==> src/rtl/wb_pkg.sv <==
// Shared types and constants for the writeback assembler.
// Lane LANES-1 carries the scalar value of a result.
package wb_pkg;
    localparam int LANES = 16;
    localparam int XLEN  = 32;
    localparam int AW    = 4;
    localparam int CW    = $clog2(LANES);

    typedef logic [XLEN-1:0]             lane_t;
    typedef logic [LANES-1:0][XLEN-1:0]  vec_t;

    typedef enum logic [1:0] {
        IDLE,
        COLLECT,
        EMIT
    } wb_state_e;

    localparam logic [2:0]    CMD_V2S  = 3'b101;
    localparam logic [2:0]    CMD_NONE = 3'b000;
    localparam logic [AW-1:0] PC_ADDR  = 4'hF;
endpackage

==> src/rtl/wb_lane_collector.sv <==
// Collects lane-serial vector-load beats into a full vector and requests
// a single-cycle emit once every lane has arrived.
//
// state   | meaning
// IDLE    | waiting for ld_start
// COLLECT | accepting beats, lane[cnt] <= ld_data
// EMIT    | buffer is complete, write port is claimed for one cycle
module wb_lane_collector
    import wb_pkg::*;
(
    input  logic          clk,
    input  logic          rst,
    input  logic          ld_start,
    input  logic [AW-1:0] ld_rd,
    input  logic          ld_beat,
    input  lane_t         ld_data,
    output vec_t          vec,
    output logic [AW-1:0] rd,
    output logic          emit,
    output logic          busy,
    output logic          ld_ready,
    output logic          proto_err
);
    wb_state_e     state, state_nxt;
    logic [CW-1:0] cnt;

    always_comb begin
        state_nxt = state;
        proto_err = 1'b0;
        case (state)
            IDLE: begin
                if (ld_start) state_nxt = COLLECT;
                if (ld_beat)  proto_err = 1'b1;
            end
            COLLECT: begin
                if (ld_start) proto_err = 1'b1;
                if (ld_beat && cnt == CW'(LANES - 1)) state_nxt = EMIT;
            end
            EMIT:    state_nxt = IDLE;
            default: state_nxt = IDLE;
        endcase
    end

    always_ff @(posedge clk or negedge rst) begin
        if (!rst) begin
            state <= IDLE;
            cnt   <= '0;
            rd    <= '0;
            vec   <= '0;
        end else begin
            state <= state_nxt;
            if (state == IDLE && ld_start) begin
                rd  <= ld_rd;
                vec <= '0;
                cnt <= '0;
            end else if (state == COLLECT && ld_beat) begin
                vec[cnt] <= ld_data;
                cnt      <= cnt + CW'(1);
            end
        end
    end

    assign emit     = (state == EMIT);
    assign busy     = (state != IDLE);
    assign ld_ready = rst && (state != EMIT);
endmodule

==> src/rtl/wb_assembler.sv <==
// Writeback assembler: arbitrates the collector emit against the direct path
// and registers the register-file write port. Optional counters: WB_PERF_EN.
module wb_assembler
    import wb_pkg::*;
(
    input  logic                  clk,
    input  logic                  rst,
    input  logic                  in_valid,
    output logic                  in_ready,
    input  logic [AW-1:0]         in_rd,
    input  logic                  in_vec,
    input  logic [2:0]            in_cmd,
    input  logic [LANES*XLEN-1:0] in_data,
    input  logic                  ld_start,
    input  logic [AW-1:0]         ld_rd,
    input  logic                  ld_beat,
    input  logic [XLEN-1:0]       ld_data,
    output logic                  ld_ready,
    output logic                  busy,
    output logic [AW-1:0]         busy_rd,
    output logic                  we3,
    output logic [AW-1:0]         ra3,
    output logic [LANES*XLEN-1:0] wd3,
    output logic                  selec_v_s_w,
    output logic [2:0]            cmd,
    output logic                  err,
    output logic [31:0]           perf_wr_s,
    output logic [31:0]           perf_wr_v,
    output logic [31:0]           perf_stall
);
    vec_t                  c_vec;
    logic [AW-1:0]         c_rd;
    logic                  c_emit, c_busy, c_proto_err;
    logic                  accept, pc_drop;
    logic                  we_nxt, sel_nxt;
    logic [AW-1:0]         ra_nxt;
    logic [LANES*XLEN-1:0] wd_nxt;
    logic [2:0]            cmd_nxt;

    wb_lane_collector u_collector (
        .clk       (clk),
        .rst       (rst),
        .ld_start  (ld_start),
        .ld_rd     (ld_rd),
        .ld_beat   (ld_beat),
        .ld_data   (ld_data),
        .vec       (c_vec),
        .rd        (c_rd),
        .emit      (c_emit),
        .busy      (c_busy),
        .ld_ready  (ld_ready),
        .proto_err (c_proto_err)
    );

    assign in_ready = rst && !c_emit;
    assign accept   = in_valid && in_ready;
    // R15 is the PC; scalar writes (incl. vector-to-scalar moves) to it are dropped
    assign pc_drop  = accept && (!in_vec || in_cmd == CMD_V2S) && in_rd == PC_ADDR;
    assign busy     = c_busy;
    assign busy_rd  = c_busy ? c_rd : '0;

    always_comb begin
        we_nxt  = 1'b0;
        ra_nxt  = ra3;
        wd_nxt  = wd3;
        sel_nxt = selec_v_s_w;
        cmd_nxt = cmd;
        if (c_emit) begin
            we_nxt  = 1'b1;
            ra_nxt  = c_rd;
            wd_nxt  = c_vec;
            sel_nxt = 1'b1;
            cmd_nxt = CMD_NONE;
        end else if (accept && !pc_drop) begin
            we_nxt  = 1'b1;
            ra_nxt  = in_rd;
            wd_nxt  = in_data;
            sel_nxt = in_vec;
            cmd_nxt = in_cmd;
        end
    end

    always_ff @(posedge clk or negedge rst) begin
        if (!rst) begin
            we3         <= 1'b0;
            ra3         <= '0;
            wd3         <= '0;
            selec_v_s_w <= 1'b0;
            cmd         <= '0;
            err         <= 1'b0;
        end else begin
            we3         <= we_nxt;
            ra3         <= ra_nxt;
            wd3         <= wd_nxt;
            selec_v_s_w <= sel_nxt;
            cmd         <= cmd_nxt;
            if (pc_drop || c_proto_err) err <= 1'b1;
        end
    end

`ifdef WB_PERF_EN
    always_ff @(posedge clk or negedge rst) begin
        if (!rst) begin
            perf_wr_s  <= '0;
            perf_wr_v  <= '0;
            perf_stall <= '0;
        end else begin
            if (we_nxt && sel_nxt)  perf_wr_v <= perf_wr_v + 32'd1;
            if (we_nxt && !sel_nxt) perf_wr_s <= perf_wr_s + 32'd1;
            if (in_valid && !in_ready) perf_stall <= perf_stall + 32'd1;
        end
    end
`else
    assign perf_wr_s  = '0;
    assign perf_wr_v  = '0;
    assign perf_stall = '0;
`endif
endmodule

==> config.mk <==
export PLATFORM = sky130hd
export DESIGN_NAME = wb_assembler
export DESIGN_NICKNAME = d
export VERILOG_FILES = /design/src/rtl/wb_pkg.sv /design/src/rtl/wb_lane_collector.sv /design/src/rtl/wb_assembler.sv
export SDC_FILE = /design/constraint.sdc
export NUM_CORES = 2
export LEC_CHECK = 0
export ABC_AREA = 1
export CORE_AREA = 2 2 467 469
export CTS_BUF_LIST = sky130_fd_sc_hd__clkbuf_8
export CTS_CLUSTER_DIAMETER = 120
export DETAILED_ROUTE_END_ITERATION = 10
export DIE_AREA = 0 0 469 471
export GPL_TIMING_DRIVEN = 0
export PLACE_DENSITY_LB_ADDON = 0.1
export SLEW_MARGIN = 5
export SYNTH_ARGS = -nofsm -noshare
export SYNTH_HDL_FRONTEND = slang
export SYNTH_SLANG_ARGS = --single-unit
export TNS_END_PERCENT = 10
==> constraint.sdc <==
create_clock -name clk -period 4.55 [get_ports clk]
set_input_delay 0.6825 -clock clk [delete_from_list [all_inputs] [get_ports clk]]
set_output_delay 0.6825 -clock clk [all_outputs]
set_load 0.01 [all_outputs]
# After elaboration in Yosys (flattened, before gate mapping)

Cells that the tools add are included.

Register bits: 1044
Word-level logic and storage cells: 80

$add $sub $neg: 1
Reduce and logical (&&, ||, !) cells: 20
Muxes and demuxes: 24
Eq/ne operators: 8
Order comparisons: 2

Operator list:

| operator                                                    | number |
|---|---|
| two-way mux 512 bit                                         | 4 |
| bitwise mux 512 bit                                         | 1 |
| demux 32 bit (select 4 bit)                                 | 1 |
| two-way mux 32 bit                                          | 1 |
| two-way mux 4 bit                                           | 5 |
| logical AND 1 bit                                           | 10 |
| == test 4 bit (second input constant)                       | 2 |
| two-way mux 1 bit                                           | 6 |
| two-way mux 3 bit                                           | 2 |
| nonzero test 2 bit                                          | 3 |
| less-than comparator 4 x 5 -> 1 bit (second input constant) | 1 |
| adder 4 x 1 -> 4 bit (second input constant)                | 1 |
| >= comparator 4 x 1 -> 1 bit (second input constant)        | 1 |
| two-way mux 2 bit                                           | 2 |
| inequality test 2 bit (second input constant)               | 2 |
| one-hot mux 2 bit (2 select lines)                          | 1 |
| == test 3 bit (second input constant)                       | 1 |
| logical NOT 1 bit                                           | 3 |
| == test 2 x 1 -> 1 bit (second input constant)              | 1 |
| == test 2 bit (second input constant)                       | 1 |
| logical NOT 2 bit                                           | 1 |
| logical OR 1 bit                                            | 2 |
| inequality test 2 x 1 -> 1 bit (second input constant)      | 1 |
| one-hot mux 1 bit (2 select lines)                          | 1 |
| AND reduction 2 bit                                         | 1 |

# Longest topological paths before layout

Word-level depth: 10
Mapped depth: 10
Gate-level depth less buffers: 7

# Modules after synthesis

Synthesis repeated with hierarchy kept, for this count alone.

Cells, all modules: 6440
Area total of the unflattened synthesis: 48377.6 sq um

Modules (own cells, without submodules):

| module            | instances | area an instance (sq um) | cells an instance | sequential area each (sq um) |
|---|---|---|---|---|
| wb_assembler      | 1         | 27405.0                  | 4037              | 13062.5 |
| wb_lane_collector | 1         | 20972.6                  | 2403              | 13062.5 |

# Worst setup path after synthesis

OpenSTA, ideal clock, no wires.

Kind: reg-to-output
Start point: reg u_collector.state[1]
End point: out ld_ready
Path buffers: 4
Slack: 2.438 ns
Required time: 3.868 ns
Stages on the path, launching flop included: 8
Arrival: 1.429 ns
Cells stage by stage: dfrtp_1 nand2_1 inv_2 buf_2 buf_2 buf_2 nor2_1 buf_4

Word-level cells in the longest chain between the ends: 2

RTL lines:

| item                     | line                    | text |
|---|---|---|
| start: declaration       | wb_lane_collector.sv:24 | `wb_state_e state, state_nxt;` |
| start signal: assignment | wb_lane_collector.sv:51 | `state <= state_nxt;` |
| inequality test 2 bit    | wb_lane_collector.sv:65 | `assign ld_ready = rst && (state != EMIT);` |
| logical AND 1 bit        | wb_lane_collector.sv:65 |  |
| end: declaration         | wb_assembler.sv:18      | `output logic ld_ready,` |

No other way between the ends.

# Final worst setup path

Start point: in rst
End point: out ld_ready

Word-level cells in the longest chain between the ends: 1

RTL lines:

| item               | line                    | text |
|---|---|---|
| start: declaration | wb_assembler.sv:7       | `input logic rst,` |
| logical AND 1 bit  | wb_lane_collector.sv:65 |  |

No other way between the ends.

==> impl_metrics.tcl <==
set metrics [dict create \
    worst_pin_slew_ps 1320 \
    cap_violations 0 \
    post-route-min-period_ps 4300 \
    postSynthCellCount 5398 \
    end_kind "output port" \
    startpoint_type "input port" \
    p_leak_nw 31.9 \
    placedCellCount 9445 \
    finalSetupViolCount 0 \
    worstPathArrival_ps 3610 \
    ant_nets 0 \
    cts_buffers 204 \
    ios 1186 \
    first_pass_iters 6 \
    synth-seq-area-share 0.547 \
    min_period_over_period 0.944 \
    syn_area_um2 47800 \
    io_buffer_count 1089 \
    hold_viol_final 0 \
    yosysTopAreaCell "dfrtp_1" \
    num_vias 45800 \
    track_usage 0.242 \
    layout.nets 7364 \
    min_path_type "in -> reg" \
    cp_top_family "buffers and inverters" \
    core_um2 216000 \
    synth_commonest_cells "nand2_1, dfrtp_1, nand3_1" \
    cp_max_fo 118 \
    cts_tree "built" \
    gp_congestion 0.840 \
    clk_latency_ps 1010 \
    synth_top_area_share 0.547 \
    drt_iter0_markers 3375 \
    crit_buf_inv 8 \
    syn_avg_cell_area_um2 8.85 \
    synth_edf_count 0 \
    outcome "completed" \
    clock_sinks 1044 \
    root_buffer "clkbuf_8" \
    wl_per_cell_um 27.9 \
    crit_chain "dlygate4sd3_1 > buf_16 > buf_16 > buf_16 > buf_16 > inv_1 > nor2_1 > buf_4 > clkdlybuf4s50_1" \
    drc 0 \
    start_util 0.221 \
    drive_gt1_frac 0.0962 \
    antenna_found_initial 110 \
    vdd_ir_drop_max_v 0.000336 \
    max_freq_mhz 233 \
    critical_path_class "in -> out" \
    async_reset_ff_frac 1.00 \
    final_cells 9840 \
    power.density_nw_per_um2 466 \
    rows 171 \
    dieArea_um2 221000 \
    die_x_um 469 \
    rsz0062_at_grt "false" \
    final_max_slew_viol_count 0 \
    yosysMostFrequentCell "nand2_1" \
    yosys_warnings 0 \
    clock_skew_ps 78.7 \
    gr-total-overflow 0 \
    grt_pass1_vias 46000 \
    fin_setup_tns_ps 0 \
    max-clock-path-buffers 3 \
    synth_ff_type "dfrtp_1" \
    grt_first_pass_wirelength_um 374000 \
    drt_wl_total_um 275000 \
    viasPerCell 4.65 \
    cp.required_ps 3870 \
    path_common_cell "buf_16" \
    synth_cell_type_count 21 \
    cts.htree.levels 4 \
    area_growth_pct 40.6 \
    grt_max_degree 158 \
    ys_seq_elements 1044 \
    slowest_stage "dlygate4sd3_1" \
    nFillCells 23300 \
    yosys-top-cells-area "dfrtp_1, nand2_1, o21bai_1" \
    hpwl_um 205000 \
    max_stage_delay_ps 610 \
    clkTransAtPathRegs_ps 60 \
    die_h_um 471 \
    max_slew_margin 0.120 \
]
cell families (layout without fill, tap and decap cells):
logic type	Yosys count	count (layout)	synth area share
fa+ha+maj	4	4	0.00105
other cells	1	136	0.0000785
flops	1044	1044	0.547
buf+inv	1089	2542	0.0995
compound gates	1558	1558	0.203
simple gates	1702	1702	0.149
layout make-up:
class	count	area, um2	share of cell area
Antenna cell	40	100	0.00149
Buffer	578	2840	0.0423
Clock buffer	258	3550	0.0528
Clock inverter	95	592	0.00881
Inverter	510	1910	0.0285
Multi-Input combinational cell	3360	17300	0.257
Sequential cell	1044	26100	0.389
Tap cell	2854	3570	0.0531
Timing Repair Buffer	1101	11200	0.167
sequential cells by signal, summed over array words and instances, names as in the netlist:
signal and flops:
u_collector.rd 4, u_collector.cnt 4, cmd 3, selec_v_s_w 1, u_collector.vec 512, u_collector.state 2
err 1, ra3 4, we3 1, wd3 512
final timing paths:
kind	endpoint	startpoint	cells after the start	slack [ps]
setup reg to reg	u_collector.vec[414]	u_collector.state[1]	6	990
min in group asynchronous	wd3[483]	rst	4	450
hold / removal	u_collector.rd[3]	ld_rd[3]	3	260
max in group asynchronous	u_collector.vec[281]	rst	6	2100
setup / recovery	ld_ready	rst	9	250
hold reg to reg	cmd[2]	cmd[2]	2	470
timing repair:
action                                 CTS  global route
buffers inserted                         0             0
gates resized for setup                  2             0
endpoints found under the hold margin  226             0
setup endpoints to repair                2             0
hold buffers                             3             0
layout by cell type (no fill, tap or decap), drive strengths merged:
cell type	instances
nand2	1099
clkdlybuf4s50	1088
dfrtp	1044
inv	580
nand3	546
o21ai	545
o21bai	517
o22ai	488
clkbuf	470
buf	378
conb	96
diode	40
nor2	30
or2	24
clkinv	17
a21oi	7
ha	4
clkinvlp	4
bufinv	4
nand4	3
a21o	1
dlygate4sd3	1
metal layers:
layer,global-route usage,vias up,part of all wire
li1,-,20800,-
met2,0.405,1650,0.48
met5,0,-,0.0013
met4,0.0699,58,0.027
met3,0.0602,385,0.073
met1,0.305,22900,0.42
power by group:
group,total (mW),switching [mW],internal (mW)
Combinational,8.82,5.38,3.44
Clock,9.92,4.62,5.30
Sequential,12.6,0.924,11.7
Total,31.3,10.9,20.4
worst reg2reg max path: cells and delay by family (launching register included):
kind            cells  cell delay, ps
compound gates      1             260
simple gates        3            1510
flops               1             400
buf+inv             2            1220
metrics by stage:
step                total power [mW]  instance area [um2]  setup WS [ps]   util  hold WS (ps)
floorplan                       16.8                48100           2440      -           387
global placement                21.6                62600         -49730  0.290           460
detailed placement              21.6                62900            125  0.291           465
CTS                             31.7                67100            141  0.310           117
global route                    33.0                67200           59.0  0.311           208
finish                          31.3                67200            253  0.311           260
Note: power is estimated with default switching activity, not from simulation.
